==> src/rtl/hdlc_tx_framer.sv <==
// HDLC transmit framer: buffered bytes -> 0x7E flags, zero-stuffed data, optional CRC-16/X.25 FCS (HDLC_FCS_EN), abort.
// One line bit per clock, first flag bit the cycle after Tx_Enable; writes into a full buffer are dropped and flagged.
module hdlc_tx_framer #(
  parameter int BUF_DEPTH = 128,
  parameter int END_FLAGS = 1
) (
  input  logic                         Clk,
  input  logic                         Rst,
  input  logic                         Tx_Wr,
  input  logic [7:0]                   Tx_Data,
  input  logic                         Tx_Enable,
  input  logic                         Tx_AbortReq,
  output logic                         Tx,
  output logic                         TxEN,
  output logic                         Tx_Busy,
  output logic                         Tx_Full,
  output logic                         Tx_Done,
  output logic                         Tx_Aborted,
  output logic                         Tx_Overflow,
  output logic [$clog2(BUF_DEPTH):0]   Tx_Count
);

  localparam int AW = $clog2(BUF_DEPTH);
  localparam int CW = AW + 1;
  localparam logic [7:0] FLAG      = 8'h7E;
  localparam logic [7:0] ABORT_PAT = 8'hFE;

  typedef enum logic [2:0] {
    ST_IDLE,
    ST_START_FLAG,
    ST_DATA,
    ST_FCS,
    ST_END_FLAG,
    ST_ABORT
  } state_t;

  state_t          state;
  logic [7:0]      mem [BUF_DEPTH];
  logic [AW-1:0]   wr_ptr, rd_ptr;
  logic [CW-1:0]   count, bytes_left, rd_amt;
  logic [7:0]      rd_byte;
  logic [15:0]     shreg;
  logic [4:0]      bit_cnt;
  logic [2:0]      ones, ones_next;
  logic [1:0]      flag_idx;
  logic            wr_acc, last_flag, abort_go, stuff_next, accept, b2b, load_byte, data_bit;

  assign rd_byte  = mem[rd_ptr];
  assign Tx_Full  = (count == CW'(BUF_DEPTH));
  assign Tx_Count = count;
  assign Tx_Busy  = (state != ST_IDLE);

  // bit_cnt counts field bits already on the line (stuffed zeros excluded); ones counts the current run
  always_comb begin
    wr_acc     = Tx_Wr && !Tx_Full;
    last_flag  = (flag_idx == 2'(END_FLAGS - 1));
    abort_go   = Tx_AbortReq && (state inside {ST_START_FLAG, ST_DATA, ST_FCS, ST_END_FLAG});
    stuff_next = ((state == ST_DATA) || (state == ST_FCS)) && (ones == 3'd5);
    accept     = Tx_Enable && (count != '0) &&
                 ((state == ST_IDLE) ||
                  ((state == ST_END_FLAG) && last_flag && (bit_cnt == 5'd8) && !abort_go));
    b2b        = accept && (state == ST_END_FLAG);
    load_byte  = !abort_go &&
                 (((state == ST_START_FLAG) && (bit_cnt == 5'd8)) ||
                  ((state == ST_DATA) && !stuff_next && (bit_cnt == 5'd8) && (bytes_left != '0)) ||
                  b2b);
    rd_amt     = abort_go ? bytes_left : CW'(load_byte);
    data_bit   = load_byte ? rd_byte[0] : shreg[0];
    ones_next  = data_bit ? ones + 3'd1 : 3'd0;
  end

  always_ff @(posedge Clk) begin
    if (wr_acc) mem[wr_ptr] <= Tx_Data;
  end

  always_ff @(posedge Clk) begin
    if (Rst) begin
      wr_ptr      <= '0;
      rd_ptr      <= '0;
      count       <= '0;
      Tx_Overflow <= 1'b0;
    end else begin
      if (wr_acc) wr_ptr <= wr_ptr + AW'(1);
      rd_ptr <= rd_ptr + rd_amt[AW-1:0];
      count  <= count + CW'(wr_acc) - rd_amt;
      if (accept) Tx_Overflow <= 1'b0;
      if (Tx_Wr && Tx_Full) Tx_Overflow <= 1'b1;
    end
  end

`ifdef HDLC_FCS_EN
  logic [15:0] crc, fcs;
  logic        data_send;

  function automatic logic [15:0] crc_upd(input logic [15:0] c, input logic b);
    crc_upd = (c[0] ^ b) ? ((c >> 1) ^ 16'h8408) : (c >> 1);
  endfunction

  always_comb begin
    data_send = load_byte ||
                ((state == ST_DATA) && !abort_go && !stuff_next && (bit_cnt != 5'd8));
    fcs       = ~crc;
  end

  always_ff @(posedge Clk) begin
    if (Rst)            crc <= 16'hFFFF;
    else if (data_send) crc <= crc_upd(accept ? 16'hFFFF : crc, data_bit);
    else if (accept)    crc <= 16'hFFFF;
  end
`endif

  always_ff @(posedge Clk) begin
    if (Rst) begin
      state      <= ST_IDLE;
      Tx         <= 1'b1;
      TxEN       <= 1'b0;
      Tx_Done    <= 1'b0;
      Tx_Aborted <= 1'b0;
      bit_cnt    <= '0;
      ones       <= '0;
      shreg      <= '0;
      flag_idx   <= '0;
      bytes_left <= '0;
    end else begin
      Tx_Done    <= 1'b0;
      Tx_Aborted <= 1'b0;
      if (abort_go) begin
        state      <= ST_ABORT;
        Tx         <= ABORT_PAT[0];
        bit_cnt    <= 5'd1;
        bytes_left <= '0;
      end else begin
        case (state)
          ST_IDLE: begin
            if (accept) begin
              state      <= ST_START_FLAG;
              Tx         <= FLAG[0];
              TxEN       <= 1'b1;
              bit_cnt    <= 5'd1;
              bytes_left <= count;
              flag_idx   <= '0;
              ones       <= '0;
            end
          end
          ST_START_FLAG: begin
            if (bit_cnt == 5'd8) begin
              state      <= ST_DATA;
              Tx         <= data_bit;
              ones       <= ones_next;
              shreg      <= {9'd0, rd_byte[7:1]};
              bit_cnt    <= 5'd1;
              bytes_left <= bytes_left - CW'(1);
            end else begin
              Tx      <= FLAG[bit_cnt[2:0]];
              bit_cnt <= bit_cnt + 5'd1;
            end
          end
          ST_DATA: begin
            if (stuff_next) begin
              Tx   <= 1'b0;
              ones <= '0;
            end else if ((bit_cnt == 5'd8) && (bytes_left == '0)) begin
`ifdef HDLC_FCS_EN
              state   <= ST_FCS;
              Tx      <= fcs[0];
              ones    <= fcs[0] ? ones + 3'd1 : 3'd0;
              shreg   <= {1'b0, fcs[15:1]};
              bit_cnt <= 5'd1;
`else
              state    <= ST_END_FLAG;
              Tx       <= FLAG[0];
              ones     <= '0;
              bit_cnt  <= 5'd1;
              flag_idx <= '0;
`endif
            end else begin
              Tx   <= data_bit;
              ones <= ones_next;
              if (load_byte) begin
                shreg      <= {9'd0, rd_byte[7:1]};
                bit_cnt    <= 5'd1;
                bytes_left <= bytes_left - CW'(1);
              end else begin
                shreg   <= shreg >> 1;
                bit_cnt <= bit_cnt + 5'd1;
              end
            end
          end
`ifdef HDLC_FCS_EN
          ST_FCS: begin
            if (stuff_next) begin
              Tx   <= 1'b0;
              ones <= '0;
            end else if (bit_cnt == 5'd16) begin
              state    <= ST_END_FLAG;
              Tx       <= FLAG[0];
              ones     <= '0;
              bit_cnt  <= 5'd1;
              flag_idx <= '0;
            end else begin
              Tx      <= data_bit;
              ones    <= ones_next;
              shreg   <= shreg >> 1;
              bit_cnt <= bit_cnt + 5'd1;
            end
          end
`endif
          ST_END_FLAG: begin
            if (bit_cnt == 5'd8) begin
              if (!last_flag) begin
                flag_idx <= flag_idx + 2'd1;
                Tx       <= FLAG[0];
                bit_cnt  <= 5'd1;
              end else if (b2b) begin
                // closing flag doubles as the next frame's opener
                state      <= ST_DATA;
                Tx         <= data_bit;
                ones       <= ones_next;
                shreg      <= {9'd0, rd_byte[7:1]};
                bit_cnt    <= 5'd1;
                bytes_left <= count - CW'(1);
              end else begin
                state   <= ST_IDLE;
                Tx      <= 1'b1;
                TxEN    <= 1'b0;
                bit_cnt <= '0;
              end
            end else begin
              Tx      <= FLAG[bit_cnt[2:0]];
              bit_cnt <= bit_cnt + 5'd1;
              Tx_Done <= (bit_cnt == 5'd7) && last_flag;
            end
          end
          ST_ABORT: begin
            if (bit_cnt == 5'd8) begin
              state   <= ST_IDLE;
              Tx      <= 1'b1;
              TxEN    <= 1'b0;
              bit_cnt <= '0;
            end else begin
              Tx         <= ABORT_PAT[bit_cnt[2:0]];
              bit_cnt    <= bit_cnt + 5'd1;
              Tx_Aborted <= (bit_cnt == 5'd7);
            end
          end
          default: begin
            state <= ST_IDLE;
            Tx    <= 1'b1;
            TxEN  <= 1'b0;
          end
        endcase
      end
    end
  end

endmodule

==> config.mk <==
export PLATFORM = sky130hd
export DESIGN_NAME = hdlc_tx_framer
export DESIGN_NICKNAME = d
export VERILOG_FILES = /design/src/rtl/hdlc_tx_framer.sv
export SDC_FILE = /design/constraint.sdc
export NUM_CORES = 1
export LEC_CHECK = 0
export BUFFER_PORTS_ARGS = -buffer_cell sky130_fd_sc_hd__buf_2
export CELL_PAD_IN_SITES_DETAIL_PLACEMENT = 2
export CELL_PAD_IN_SITES_GLOBAL_PLACEMENT = 2
export CORE_ASPECT_RATIO = 1.75
export CORE_MARGIN = 3
export CORE_UTILIZATION = 35
export CTS_BUF_LIST = sky130_fd_sc_hd__clkbuf_8
export DETAILED_ROUTE_END_ITERATION = 8
export GPL_TIMING_DRIVEN = 0
export PLACE_DENSITY_LB_ADDON = 0.08
export RECOVER_POWER = 100
export SYNTH_ARGS = -nofsm -noshare
export SYNTH_HDL_FRONTEND = slang
export SYNTH_SLANG_ARGS = --single-unit
==> constraint.sdc <==
create_clock -name Clk -period 4.8 [get_ports Clk]
set_input_delay 0.72 -clock Clk [delete_from_list [all_inputs] [get_ports Clk]]
set_output_delay 0.72 -clock Clk [all_outputs]
set_load 0.02 [all_outputs]
==> results of run 1 <==
path summary, 6_finish.rpt:
kind              slack, ns     endpoint  cells after the start
setup reg to reg       0.20     shreg[0]                      9
hold / removal         0.13  Tx_Overflow                      3
setup / recovery       0.20     shreg[0]                      9
hold reg to reg        0.48     shreg[0]                      1
sequential cells by signal (all words and copies together) (netlist names), 3 cells and up:
register / cells
bit_cnt: 5
Tx_Count: 8
mem: 1024
ones: 3
bytes_left: 8
rd_ptr: 7
wr_ptr: 7
state: 3
shreg: 7
worst reg2reg max path, delay by kind of cell (launching register included):
kind / cells / cell delay, ns
AO/OA/AOI/OAI: 3 / 0.65
buffers and inverters: 4 / 2.44
flip-flops: 1 / 0.33
multiplexers: 2 / 1.10
cells in the mapped netlist (13+ instances only):
cell / count
edfxtp_1: 1024
ha_1: 27
nor3_1: 13
buf_1: 13
mux4_2: 312
dfxtp_1: 55
nand3_1: 17
inv_1: 25
clkbuf_1: 61
nor2b_1: 22
buf_2: 31
a21oi_1: 41
nor2_1: 192
mux2i_1: 28
nand2_1: 65
a22oi_1: 15
o21ai_0: 35
cells by family (layout without fill, tap and decap cells):
| group | Yosys count | in the layout | synth area share, % |
|---|---|---|---|
| multiplexers | 343 | 343 | 17.0 |
| XOR/XNOR | 17 | 17 | 0.344 |
| buffers and inverters | 145 | 453 | 1.47 |
| flip-flops | 1079 | 1079 | 73.6 |
| AND/OR/NAND/NOR | 368 | 368 | 3.86 |
| AO/OA/AOI/OAI | 179 | 179 | 2.83 |
| other | 0 | 3 | 0 |
| adder cells (fa/ha/maj) | 29 | 29 | 0.874 |
routing by layer:
metal  wire (um)  track usage (%)  up-vias
met2       78600             42.6      451
met3        4110             3.40      234
met4        5780             8.39        0
met5           0                0        -
li1            -                -     9319
met1       49800             23.7    12200
what timing repair did:
action / 4_1_cts / 5_1_grt
endpoints found under the setup margin: 6 / 6
gates cloned: 0 / 0
gates resized for setup: 3 / 4
pin swaps: 0 / 0
power breakdown:
| part | switching (uW) | internal [uW] |
|---|---|---|
| Combinational | 2470 | 1410 |
| Sequential | 151 | 10400 |
| Clock | 3680 | 3360 |
area by class of cell:
class | instances | area share (%)
Antenna cell | 3 | 0.0155
Clock inverter | 109 | 1.21
Buffer | 117 | 1.12
Tap cell | 1634 | 4.23
Multi-Input combinational cell | 936 | 22.3
Timing Repair Buffer | 34 | 0.293
Sequential cell | 1079 | 65.9
Inverter | 28 | 0.218
Clock buffer | 165 | 4.70
through the flow:
stage	hold slack (ns)	util [%]	std cells	total power [uW]
5_1_grt	0.0944	39.4	4104	22400
6_report	0.134	39.4	4105	21500
3_5_place_dp	0.459	37.2	3828	14800
2_1_floorplan	0.440	-	2160	13100
4_1_cts	0.0348	39.6	4102	21900
3_3_place_gp	0.456	37.0	3820	14700
==> reports/qor.yml, run 1 <==
insertion_delay_ns: 0.88
io_pins: 28
critPathBufInv: 4
crit_chain: "buf_2, clkbuf_1, clkbuf_1, clkbuf_1, mux4_2, mux4_2, a22oi_1, o211ai_1, a32o_1"
grt-ovfl-total: 0
synth_area_sq_um: 43200
clock_sinks: 1079
synth.distinct_cells: 72
slowest_stage: "clkbuf_1"
timing.critical_path.from: "rd_ptr[1]"
core-area_sq_um: 123000
gp_congestion: 0.846
synthToLayoutAreaGrowth_pct: 11.7
grt_pass1_vias: 25300
grt_antenna_before_repair: 1
setup_viol: 0
cts_max_path_buffers: 3
p_leak_uw: 0.0147
vias_per_cell: 5.40
num-fill-cells: 11600
async_reset_ff_share_pct: 0
maxCapViolCount: 13
postCtsSetupRepairBufs: 0
die_area_sq_um: 128000
clock.fmax_ghz: 0.217
row_count: 170
final_layout_size_suffix_gt1_share_pct: 23.3
ys_ff_latch: 1079
fin_tns_setup_ns: 0
worstSetupStartpointType: "register"
cts_inserted_buffers: 165
endpoint_kind: "register"
p_per_area_nw_per_um2: 446
hold_buffers: 0
min_path_type: "primary input to register"
synth_area_leader_cell: "edfxtp_1"
yosysSeqAreaShare_pct: 73.6
finalClockSkew_ns: 0.0534
dpl_cell_area_sq_um: 45700
crit_type: "register to register"
reg2reg_from: "rd_ptr[1]"
final_common_cell: "edfxtp_1"
period_share_pct: 95.8
synth_top_area_share_pct: 71.1
htree_levels: 4
cp_top_family: "buffers and inverters"
wl_um: 138000
synth_nets: 2202
yosysWarningCount: 0
synth_ff_type: "edfxtp_1"
layout_common_cells: "1,024 x edfxtp_1, 312 x mux4_2, 193 x nor2_1"
dp_hpwl_um: 96000
critPathMaxStageDelay_ns: 0.83
cts_root_buf: "clkbuf_8"
regArea_sq_um: 31900
path_max_fanout: 10
dr_total_vias: 22200
nNetsFinal: 2403
yosys-top-cells-area: "edfxtp_1 71%, mux4_2 16%, dfxtp_1 2.5%"
grt_pass1_wl_um: 197000
die_h_um: 471
die_w_um: 272
ant_nets: 0
rsz0062_at_grt: "false"
drc_errors: 0
drtPass1Iterations: 5
critPathMostFrequentCell: "clkbuf_1"
critPathRequiredTime_ns: 5.57
syn_inst: 2160
portBuffers: 26
worst_slew_pin_slew_ns: 3.64
multi_input_area_sq_um: 10800
hold_violations: 0
slew_headroom_pct: -143
period_minus_slack_ns: 4.60
wire_per_inst_um: 33.7
grt_usage_pct: 22.0
initial_utilization_pct: 35.2
pre_cts_slack_ns: -0.150
clk_pin_slew_ns: 0.07
finish.instance_area_sq_um: 48300
cts_tree: "yes"
synth.avg_cell_area_sq_um: 20.0
hold_path_startpoint: "Tx_Wr"
slew_violations: 859
synth_edf_count: 1024
drt_iter0_markers: 1571
vdd_ir_drop_max_mv: 0.280
violations: "capacitance limit, slew limit"
critPathArrivalTime_ns: 5.37
grt_max_degree: 85
status: "finished, violations left"
setup_ws_ns: 0.200
Power figures use the tool's default switching activity.
==> run 2: changes to the inputs <==
CORE_UTILIZATION = 52   (was 35)
==> run 2 against run 1 <==
  * The flow still finishes with violations (capacitance limit, slew limit)
  * Total power is 0.43% higher
  * Final area shrank 1.5%
  * Via count is 9.7% higher
  * Clock power fell by 1%
  * Maximum frequency shrank 3.9%
  * Die area fell by 32%
  * Critical endpoint is now ones[2]
  * Largest cell class unchanged
  * Largest power group unchanged
  * Highest routed layer unchanged
==> reports/qor.yml, run 2 (synthesis gave the netlist of run 1 again) <==
wl_um: 154000
slew_violations: 1081
hold_violations: 0
initial_utilization_pct: 52.6
drt_iter0_markers: 3008
grt_pass1_vias: 26900
drtPass1Iterations: 5
vdd_ir_drop_max_mv: 0.380
htree_levels: 4
min_path_type: "primary input to register"
holdWs_ns: 0.131
period_minus_slack_ns: 4.79
insertion_delay_ns: 0.87
row_count: 139
clk_pin_slew_ns: 0.07
core-area_sq_um: 82300
dp_hpwl_um: 104000
reg2reg_from: "rd_ptr[1]"
timing.rr.end: "ones[2]"
critPathRequiredTime_ns: 5.47
hold_buffers: 0
path_max_fanout: 10
grt_usage_pct: 36.1
cts_inserted_buffers: 156
vias_per_cell: 6.88
holdPathStages: 3
final_common_cell: "edfxtp_1"
p_per_area_nw_per_um2: 454
dpl_cell_area_sq_um: 44900
cts_tree: "yes"
clock_sinks: 1079
layout_common_cells: "1,024 x edfxtp_1, 312 x mux4_2, 188 x nor2_1"
crit_type: "register to register"
slew_headroom_pct: -150
largest_reg_flops: 1024
grt_antenna_before_repair: 2
io_pins: 28
grt-ovfl-total: 0
grt_pass1_wl_um: 215000
critPathMaxStageDelay_ns: 1.05
endpoint_kind: "register"
setup_viol: 0
slowest_stage: "clkdlybuf4s15_1"
setup_ws_ns: 0.0143
drc_errors: 0
worstSetupStartpointType: "register"
finalClockSkew_ns: 0.0403
gp_congestion: 0.921
critPathMostFrequentCell: "buf_2"
rsz0062_at_grt: "true"
violations: "capacitance limit, slew limit"
dr_total_vias: 24300
final_layout_size_suffix_gt1_share_pct: 23.5
die_w_um: 224
wire_per_inst_um: 43.5
critPathArrivalTime_ns: 5.46
worst_slew_pin_slew_ns: 3.76
period_share_pct: 99.7
min_to: "Tx_Overflow"
finish.instance_area_sq_um: 47600
maxCapViolCount: 19
ant_nets: 0
crit_chain: "buf_2, buf_2, clkbuf_1, clkdlybuf4s15_1, nor4b_1, nor4_1, a211oi_1, a211oi_2, a211o_1, a21oi_1"
p_leak_uw: 0.0147
cts_root_buf: "clkbuf_8"
status: "finished, violations left"
synthToLayoutAreaGrowth_pct: 10.0
clock.fmax_ghz: 0.209
hold_path_startpoint: "Tx_Wr"
cts_max_path_buffers: 3
reg2reg_slack_ns: 0.01
nNetsFinal: 2395
pre_cts_slack_ns: -0.129
r2r_cells: 10
postCtsSetupRepairBufs: 0
top_register: "mem"
portBuffers: 26
die_area_sq_um: 86800
die_h_um: 388
grt_max_degree: 93
==> run 2: worst max-delay path: cells and delay by family, from the launching register on <==
kind            cells  cell delay, ns
compound gates      4            1.20
simple gates        2            0.82
buf+inv             4            2.20
flops               1            0.35
==> run 2: worst max path at each step <==
| stage | from | to | cells after the start |
|---|---|---|---|
| finish | rd_ptr[1] | ones[2] | 10 |
| global route | bit_cnt[0] | Tx_Count[6] | 21 |
| CTS | bit_cnt[0] | Tx_Count[6] | 21 |
| detailed placement | rd_ptr[1] | Tx | 10 |
| global placement | Tx_Count[0] | Tx_Count[6] | 17 |
| floorplan | Tx_Count[1] | Tx_Count[6] | 17 |
==> run 2: repair_timing <==
item / in CTS / in global routing
gates resized for setup: 8 / 5
pin swaps: 0 / 1
endpoints found under the setup margin: 33 / 14
==> run 2: power by group <==
part | leakage [uW] | internal (uW) | switching (uW)
Clock | 0.00167 | 3320 | 3640
Combinational | 0.00336 | 1420 | 2620
Sequential | 0.00965 | 10400 | 167
==> run 2: cell type report <==
class                   count  area (sq um)
diodes                      4          10.0
plain buffers             117           543
clock buffers             171          2350
clock inverters           108           475
fillers                  6687         34700
inverters                  28           105
multi-input cells         936         10800
flip-flops and latches   1079         31900
well taps                1057          1320
repair buffers             35           148
==> run 2: stage by stage <==
stage               power, uW  TNS (ns)  util (%)  instances
finish                  21600         0      57.8       3535
global route            22200   -0.0367      57.8       3532
CTS                     21600         0      58.1       3531
detailed placement      14800     -1.49      54.6       3252
global placement        14400         0      54.3       3243
floorplan               13100         0         -       2160
==> run 2: per-layer routing <==
metal	vias to the layer above	global-route usage (%)	routed length (um)
li1	9322	-	-
met1	12800	39.1	49100
met2	1584	62.7	80700
met3	589	7.36	10300
met4	0	26.2	13600
met5	-	0	0
